### src/rtl/mem_arb_pkg.sv
// Shared types and default geometry for the main-memory arbiter.
package mem_arb_pkg;

  localparam int BLK_WORDS_DEF  = 8;
  localparam int WORD_BYTES_DEF = 2;
  localparam int IDX_W          = $clog2(BLK_WORDS_DEF);
  localparam int OFFSET_W       = $clog2(BLK_WORDS_DEF * WORD_BYTES_DEF);

  // Memory ownership state; also exported on the debug port.
  typedef enum logic [1:0] {
    ST_IDLE    = 2'd0,
    ST_I_FILL  = 2'd1,
    ST_D_FILL  = 2'd2,
    ST_D_WRITE = 2'd3
  } arb_state_e;

endpackage

### src/rtl/mem_fill_seq.sv
// Block-fill sequencer: issues BLK_WORDS word reads and counts the returning
// words. It is shared by both fill states and is idle (counters held at zero)
// whenever active_i is low.
module mem_fill_seq #(
  parameter int BLK_WORDS  = 8,
  parameter int WORD_BYTES = 2
) (
  input  logic                         clk,
  input  logic                         rst_n,
  input  logic                         active_i,
  input  logic                         rvalid_i,
  output logic                         issue_en_o,
  output logic [15:0]                  offset_o,
  output logic                         recv_en_o,
  output logic [$clog2(BLK_WORDS)-1:0] fill_idx_o,
  output logic                         last_o
);

  localparam int IW = $clog2(BLK_WORDS);
  localparam int CW = IW + 1;

  logic [CW-1:0] issue_cnt_q, issue_cnt_d;
  logic [CW-1:0] recv_cnt_q, recv_cnt_d;

  assign issue_en_o = active_i && (issue_cnt_q < CW'(BLK_WORDS));
  assign offset_o   = 16'(issue_cnt_q[IW-1:0]) * 16'(WORD_BYTES);
  // Returns outside a fill or past the last word are dropped here.
  assign recv_en_o  = active_i && rvalid_i && (recv_cnt_q < CW'(BLK_WORDS));
  assign fill_idx_o = recv_en_o ? recv_cnt_q[IW-1:0] : '0;
  assign last_o     = recv_en_o && (recv_cnt_q == CW'(BLK_WORDS - 1));

  // Counter next-state: advance on issue/receive, clear at end or when idle.
  always_comb begin
    issue_cnt_d = issue_cnt_q;
    recv_cnt_d  = recv_cnt_q;
    if (!active_i || last_o) begin
      issue_cnt_d = '0;
      recv_cnt_d  = '0;
    end else begin
      if (issue_en_o) issue_cnt_d = issue_cnt_q + CW'(1);
      if (recv_en_o)  recv_cnt_d  = recv_cnt_q + CW'(1);
    end
  end

  // Counter registers.
  always_ff @(posedge clk or negedge rst_n) begin
    if (!rst_n) begin
      issue_cnt_q <= '0;
      recv_cnt_q  <= '0;
    end else begin
      issue_cnt_q <= issue_cnt_d;
      recv_cnt_q  <= recv_cnt_d;
    end
  end

endmodule

### src/rtl/mem_arbiter.sv
// Main-memory arbiter between the I-cache and D-cache miss handlers.
//
// Handshake: a side raises *_req and holds it, with stable command fields,
// until the cycle in which *_done pulses; it drops req at the clock edge that
// ends that cycle. Ownership is shown on *_grant (decoded from state). A req
// still high in the IDLE cycle after done counts as a new request. Memory
// commands are valid when mem_en=1 (no back-pressure); read data returns in
// order on mem_rvalid with a fixed latency.
module mem_arbiter
  import mem_arb_pkg::*;
#(
  parameter int BLK_WORDS  = BLK_WORDS_DEF,
  parameter int WORD_BYTES = WORD_BYTES_DEF
) (
  input  logic                         clk,
  input  logic                         rst_n,
  input  logic                         i_req,
  input  logic [15:0]                  i_addr,
  output logic                         i_grant,
  output logic                         i_fill_valid,
  output logic [$clog2(BLK_WORDS)-1:0] i_fill_idx,
  output logic                         i_done,
  input  logic                         d_req,
  input  logic                         d_wr,
  input  logic [15:0]                  d_addr,
  input  logic [15:0]                  d_wdata,
  output logic                         d_grant,
  output logic                         d_fill_valid,
  output logic [$clog2(BLK_WORDS)-1:0] d_fill_idx,
  output logic                         d_done,
  output logic [15:0]                  fill_data,
  output logic                         mem_en,
  output logic                         mem_wr,
  output logic [15:0]                  mem_addr,
  output logic [15:0]                  mem_wdata,
  input  logic [15:0]                  mem_rdata,
  input  logic                         mem_rvalid,
  output logic [1:0]                   dbg_state_o
);

  localparam int          IW       = $clog2(BLK_WORDS);
  localparam logic [15:0] BLK_MASK = 16'(BLK_WORDS * WORD_BYTES - 1);

  arb_state_e  state_q, state_d;
  logic [15:0] base_q, base_d;
  logic        last_d_q, last_d_d;

  logic          fill_active;
  logic          seq_issue_en;
  logic [15:0]   seq_offset;
  logic          seq_recv_en;
  logic [IW-1:0] seq_idx;
  logic          seq_last;

  assign fill_active = (state_q == ST_I_FILL) || (state_q == ST_D_FILL);
  assign dbg_state_o = state_q;

  mem_fill_seq #(
    .BLK_WORDS  (BLK_WORDS),
    .WORD_BYTES (WORD_BYTES)
  ) u_fill_seq (
    .clk        (clk),
    .rst_n      (rst_n),
    .active_i   (fill_active),
    .rvalid_i   (mem_rvalid),
    .issue_en_o (seq_issue_en),
    .offset_o   (seq_offset),
    .recv_en_o  (seq_recv_en),
    .fill_idx_o (seq_idx),
    .last_o     (seq_last)
  );

  // Next-state: arbitration in IDLE (alternating priority on a tie), return
  // to IDLE on the last fill word or after the single write cycle.
  always_comb begin
    state_d  = state_q;
    base_d   = base_q;
    last_d_d = last_d_q;
    unique case (state_q)
      ST_IDLE: begin
        if (d_req && (!i_req || !last_d_q)) begin
          base_d   = d_addr;
          last_d_d = 1'b1;
          state_d  = d_wr ? ST_D_WRITE : ST_D_FILL;
        end else if (i_req) begin
          base_d   = i_addr;
          last_d_d = 1'b0;
          state_d  = ST_I_FILL;
        end
      end
      ST_I_FILL, ST_D_FILL: begin
        if (seq_last) state_d = ST_IDLE;
      end
      ST_D_WRITE: state_d = ST_IDLE;
      default:    state_d = ST_IDLE;
    endcase
  end

  // Output decode; everything is zero unless the current state drives it.
  always_comb begin
    i_grant      = (state_q == ST_I_FILL);
    d_grant      = (state_q == ST_D_FILL) || (state_q == ST_D_WRITE);
    i_fill_valid = 1'b0;
    d_fill_valid = 1'b0;
    i_fill_idx   = '0;
    d_fill_idx   = '0;
    i_done       = 1'b0;
    d_done       = 1'b0;
    fill_data    = '0;
    mem_en       = 1'b0;
    mem_wr       = 1'b0;
    mem_addr     = '0;
    mem_wdata    = '0;
    if (state_q == ST_D_WRITE) begin
      // Writes use the live d_addr as given, without block alignment.
      mem_en    = 1'b1;
      mem_wr    = 1'b1;
      mem_addr  = d_addr;
      mem_wdata = d_wdata;
      d_done    = 1'b1;
    end else if (fill_active) begin
      if (seq_issue_en) begin
        mem_en   = 1'b1;
        mem_addr = (base_q & ~BLK_MASK) + seq_offset;
      end
      if (seq_recv_en) begin
        fill_data = mem_rdata;
        if (state_q == ST_I_FILL) begin
          i_fill_valid = 1'b1;
          i_fill_idx   = seq_idx;
          i_done       = seq_last;
        end else begin
          d_fill_valid = 1'b1;
          d_fill_idx   = seq_idx;
          d_done       = seq_last;
        end
      end
    end
  end

  // State, latched base address and last-winner flag.
  always_ff @(posedge clk or negedge rst_n) begin
    if (!rst_n) begin
      state_q  <= ST_IDLE;
      base_q   <= '0;
      last_d_q <= 1'b0;
    end else begin
      state_q  <= state_d;
      base_q   <= base_d;
      last_d_q <= last_d_d;
    end
  end

endmodule

### config.mk
export PLATFORM = sky130hd
export DESIGN_NAME = mem_arbiter
export DESIGN_NICKNAME = d
export VERILOG_FILES = /design/src/rtl/mem_arb_pkg.sv /design/src/rtl/mem_fill_seq.sv /design/src/rtl/mem_arbiter.sv
export SDC_FILE = /design/constraint.sdc
export NUM_CORES = 1
export LEC_CHECK = 0
export ABC_AREA = 0
export CAP_MARGIN = 20
export CORE_ASPECT_RATIO = 1.4
export CORE_MARGIN = 1.5
export CORE_UTILIZATION = 33
export DETAILED_ROUTE_END_ITERATION = 10
export PLACE_DENSITY = 0.83
export SLEW_MARGIN = 5
export SYNTH_ARGS = -nofsm -noshare
export SYNTH_HDL_FRONTEND = slang
export SYNTH_SLANG_ARGS = --single-unit
### constraint.sdc
create_clock -name clk -period 1.94 [get_ports clk]
set_input_delay 0.194 -clock clk [delete_from_list [all_inputs] [get_ports clk]]
set_output_delay 0.194 -clock clk [all_outputs]
set_load 0.02 [all_outputs]
==> results.yml <==
run_status:
  run_status: "finished with violations"
  violations: "negative setup slack"
setup_path:
  path_class: "reg -> out"
  cpMaxStageDelayCell: "sky130_fd_sc_hd__dfrtp_1"
  critPathMaxFanout: 5
  critical_path_cell_sequence: "buf_6, ha_4, and4bb_4, and3_4, and2_4, buf_6"
  arrival_ns: 1.81
  endpoint_kind: "primary output"
  worst-path-stages: 6
  max_stage_delay_ns: 0.43
  most_frequent_cell_on_the_critical_path: "sky130_fd_sc_hd__buf_6"
  path_buf_inv: 2
  start_kind: "flip-flop"
  rr_worst_depth: 8
  cpLargestDelayFamily: "simple AND/OR/NAND/NOR gates"
  worstPathRequired_ns: 1.75
place:
  placement.io_buffers: 129
  dp_cells: 394
  placement_stage_cell_area_um2: 3180
  gpl.final_weighted_congestion: 0.834
  post-dp-hpwl_um: 4310
  dp_slack_ns: -0.287
synthesis:
  synth_seq_area_share_pct: 34.6
  synth_warnings: 0
  postSynthAreaPerCell_um2: 9.09
  netlist_instances: 183
  ys_seq_elements: 23
  synth.net_count: 259
  post_synth_instance_area_um2: 1660
  ys_types: 38
clock_tree:
  clk_latency_ns: 0.26
  cts_max_path_buffers: 2
  clk_transition_reported_paths_ns: 0.08
  cts.hold.buffers_added: 0
  cts_made_buffers: 3
  clkSinkCount: 23
  clockRootBuffer: "sky130_fd_sc_hd__clkbuf_8"
  cts_tree: "done"
  clock_tree.htree_level_count: 1
power_and_ir_drop:
  power.leakage_nw: 1.66
  power_mw: 3.93
  vdd_ir_drop_max_v: 0.000592
  cellPowerDensity_nw_per_um2: 1190
global_route:
  antenna_violations_before_repair: 0
  track_usage_pct: 20.9
  wire_length_of_the_first_global_routing_pass_um: 9130
  grt_start_max_net_pins: 25
  grt_pass1_vias: 2068
  grt_remaining_overflow: 0
sta:
  rsz_0062_raised_after_global_routing: "yes"
  final.period_utilization_pct: 103
  finalHoldViolations: 0
  clock-skew-final_ns: 0.00489
  layout_setup_ws_ns: -0.0642
  slew_violations: 0
  maxSlewHeadroom_pct: 79.9
  worst-slew-pin-transition_ns: 0.301
  post-route-min-period_ns: 2.00
  fmax_mhz: 499
  setup_viol: 13
route:
  detail_route.wl_per_cell_um: 14.0
  detail_route.drc_violations: 0
  detailedRoute.firstPassIterationCount: 4
  routed_wl_um: 5640
  dr_total_vias: 1939
  via_per_inst: 4.80
  first_iter_violations: 45
  antenna_violating_nets_post_route: 0
floorplan:
  core.rowCount: 30
  num_io_pins: 134
  die_height_um: 87.0
  die_width_um: 63.0
  fp.dieArea_um2: 5480
  start_util_pct: 34.4
  design.core.area_um2: 4840
hold_path:
  hold_path_class: "in -> async"
finish:
  layout_common_cells: "sky130_fd_sc_hd__clkdlybuf4s50_1 (67), sky130_fd_sc_hd__buf_4 (41), sky130_fd_sc_hd__buf_6 (27), sky130_fd_sc_hd__dfrtp_1 (22), sky130_fd_sc_hd__buf_2 (21)"
  fin_area_um2: 3290
  final_layout_size_suffix_gt1_share_pct: 37.1
  layout.core_utilization_pct: 67.9
  flow.area_growth_from_synthesis_pct: 97.5
  layout.nets: 417
  final_cell_count_no_fill: 404
  layout.cells.most_common: "sky130_fd_sc_hd__clkdlybuf4s50_1"
  antenna_cells_inserted: 0
flow_run:
  drv_cap: 0
==> area by class of cell <==
cell class / count / area [um2]
Inverter: 5 / 18.8
Clock buffer: 4 / 45.0
Sequential cell: 23 / 577
Multi-Input combinational cell: 143 / 1100
Timing Repair Buffer: 165 / 1470
Fill cell: 402 / 1560
Tap cell: 64 / 80.1
==> metrics by stage <==
stage	TNS, ns	hold slack (ns)
floorplan	0	-0.102
CTS	-1.15	0.294
detailed placement	-10.51	0.474
global route	-2.89	0.319
finish	-0.209	0.290
global placement	-8.37	0.465
==> flip-flops by register name, indices dropped and copies added (netlist names) <==
register	flops
base_q	12
u_fill_seq.issue_cnt_q	4
u_fill_seq.recv_cnt_q	4
dbg_state_o	2
last_d_q	1
==> worst register-to-register path, cell delays in order (launching register included) <==
cell                       delay (ns)
sky130_fd_sc_hd__dfrtp_1         0.42
sky130_fd_sc_hd__inv_2           0.08
sky130_fd_sc_hd__ha_4            0.30
sky130_fd_sc_hd__buf_4           0.13
sky130_fd_sc_hd__nand3b_1        0.16
sky130_fd_sc_hd__buf_4           0.18
sky130_fd_sc_hd__buf_4           0.12
sky130_fd_sc_hd__xor2_1          0.11
sky130_fd_sc_hd__nor2_1          0.05
==> cell usage after synthesis <==
cell type                  count  share of area, %
sky130_fd_sc_hd__a211o_1       1              0.53
sky130_fd_sc_hd__a211oi_1      1              0.45
sky130_fd_sc_hd__a21bo_1       1              0.60
sky130_fd_sc_hd__a21o_1        1              0.45
sky130_fd_sc_hd__a21oi_1       1              0.30
sky130_fd_sc_hd__a22o_1       15               7.9
sky130_fd_sc_hd__a31oi_1       3               1.1
sky130_fd_sc_hd__and2_1       36                14
sky130_fd_sc_hd__and3_1        6               2.3
sky130_fd_sc_hd__and4bb_2      2               1.5
sky130_fd_sc_hd__buf_12        1               1.2
sky130_fd_sc_hd__buf_2         4               1.2
sky130_fd_sc_hd__buf_4         1              0.45
sky130_fd_sc_hd__buf_6         1              0.68
sky130_fd_sc_hd__clkbuf_1      4              0.90
sky130_fd_sc_hd__clkbuf_2      1              0.30
sky130_fd_sc_hd__dfrtp_1      23                35
sky130_fd_sc_hd__ha_1          6               4.5
sky130_fd_sc_hd__inv_1         5               1.1
sky130_fd_sc_hd__mux2i_1      12               7.2
sky130_fd_sc_hd__nand2_1      15               3.4
sky130_fd_sc_hd__nand2b_1      3               1.1
sky130_fd_sc_hd__nand3_1       3              0.90
sky130_fd_sc_hd__nand3b_1      3               1.4
sky130_fd_sc_hd__nand4b_2      1              0.90
sky130_fd_sc_hd__nor2_1        5               1.1
sky130_fd_sc_hd__nor2_2        1              0.38
sky130_fd_sc_hd__nor3_1        2              0.60
sky130_fd_sc_hd__nor3b_1       2              0.90
sky130_fd_sc_hd__nor4_1        1              0.38
sky130_fd_sc_hd__o21a_1        1              0.45
sky130_fd_sc_hd__o21ai_0       4               1.2
sky130_fd_sc_hd__o21ai_1      10               3.0
sky130_fd_sc_hd__o31ai_1       1              0.45
sky130_fd_sc_hd__o32ai_1       1              0.53
sky130_fd_sc_hd__or2_2         1              0.38
sky130_fd_sc_hd__xnor2_1       1              0.53
sky130_fd_sc_hd__xor2_1        3               1.6
==> metal layers <==
| layer | up-vias | routed length [um] | track usage [%] |
|---|---|---|---|
| li1 | 957 | - | - |
| met1 | 876 | 2090 | 21.1 |
| met2 | 100 | 2990 | 41.7 |
| met3 | 6 | 490 | 4.40 |
| met4 | 0 | 76 | 7.27 |
| met5 | - | 0 | 0 |
==> logic make-up (layout without fill, tap and decap cells) <==
family | Yosys count | count (layout) | synth area share [%]
AND/OR/NAND/NOR | 81 | 81 | 28.7
multiplexers | 12 | 12 | 7.22
adder cells (fa/ha/maj) | 6 | 6 | 4.51
XOR/XNOR | 4 | 4 | 2.11
flip-flops | 23 | 23 | 34.6
buffers and inverters | 17 | 174 | 5.86
AO/OA/AOI/OAI | 40 | 40 | 17.0
==> timing repair <==
item                       4_1_cts  5_1_grt
setup endpoints to repair       62       43
resized for setup              283       34
buffers inserted                 3        4
pin swaps                        2       24
gates cloned                     1        0
==> power breakdown <==
part	internal [mW]	switching, mW	leakage [nW]
Combinational	1.43	1.43	1.34
Sequential	0.657	0.112	0.293
Clock	0.146	0.149	0.0228
==> path summary, 6_finish.rpt <==
kind / startpoint / end / slack [ns]
max in group asynchronous: rst_n / dbg_state_o[0]$_DFFE_PN0P_ / 1.40
min in group clk: base_q[9]$_DFFE_PN0P_ / base_q[9]$_DFFE_PN0P_ / 0.49
worst max register to register: dbg_state_o[1]$_DFFE_PN0P_ / u_fill_seq.recv_cnt_q[0]$_DFFE_PN0P_ / 0.28
worst max-delay path: dbg_state_o[1]$_DFFE_PN0P_ / i_done / -0.06
worst min register to register: base_q[9]$_DFFE_PN0P_ / base_q[9]$_DFFE_PN0P_ / 0.49
worst min-delay path: rst_n / base_q[8]$_DFFE_PN0P_ / 0.29
No activity file was read; power rests on OpenSTA's default activity.
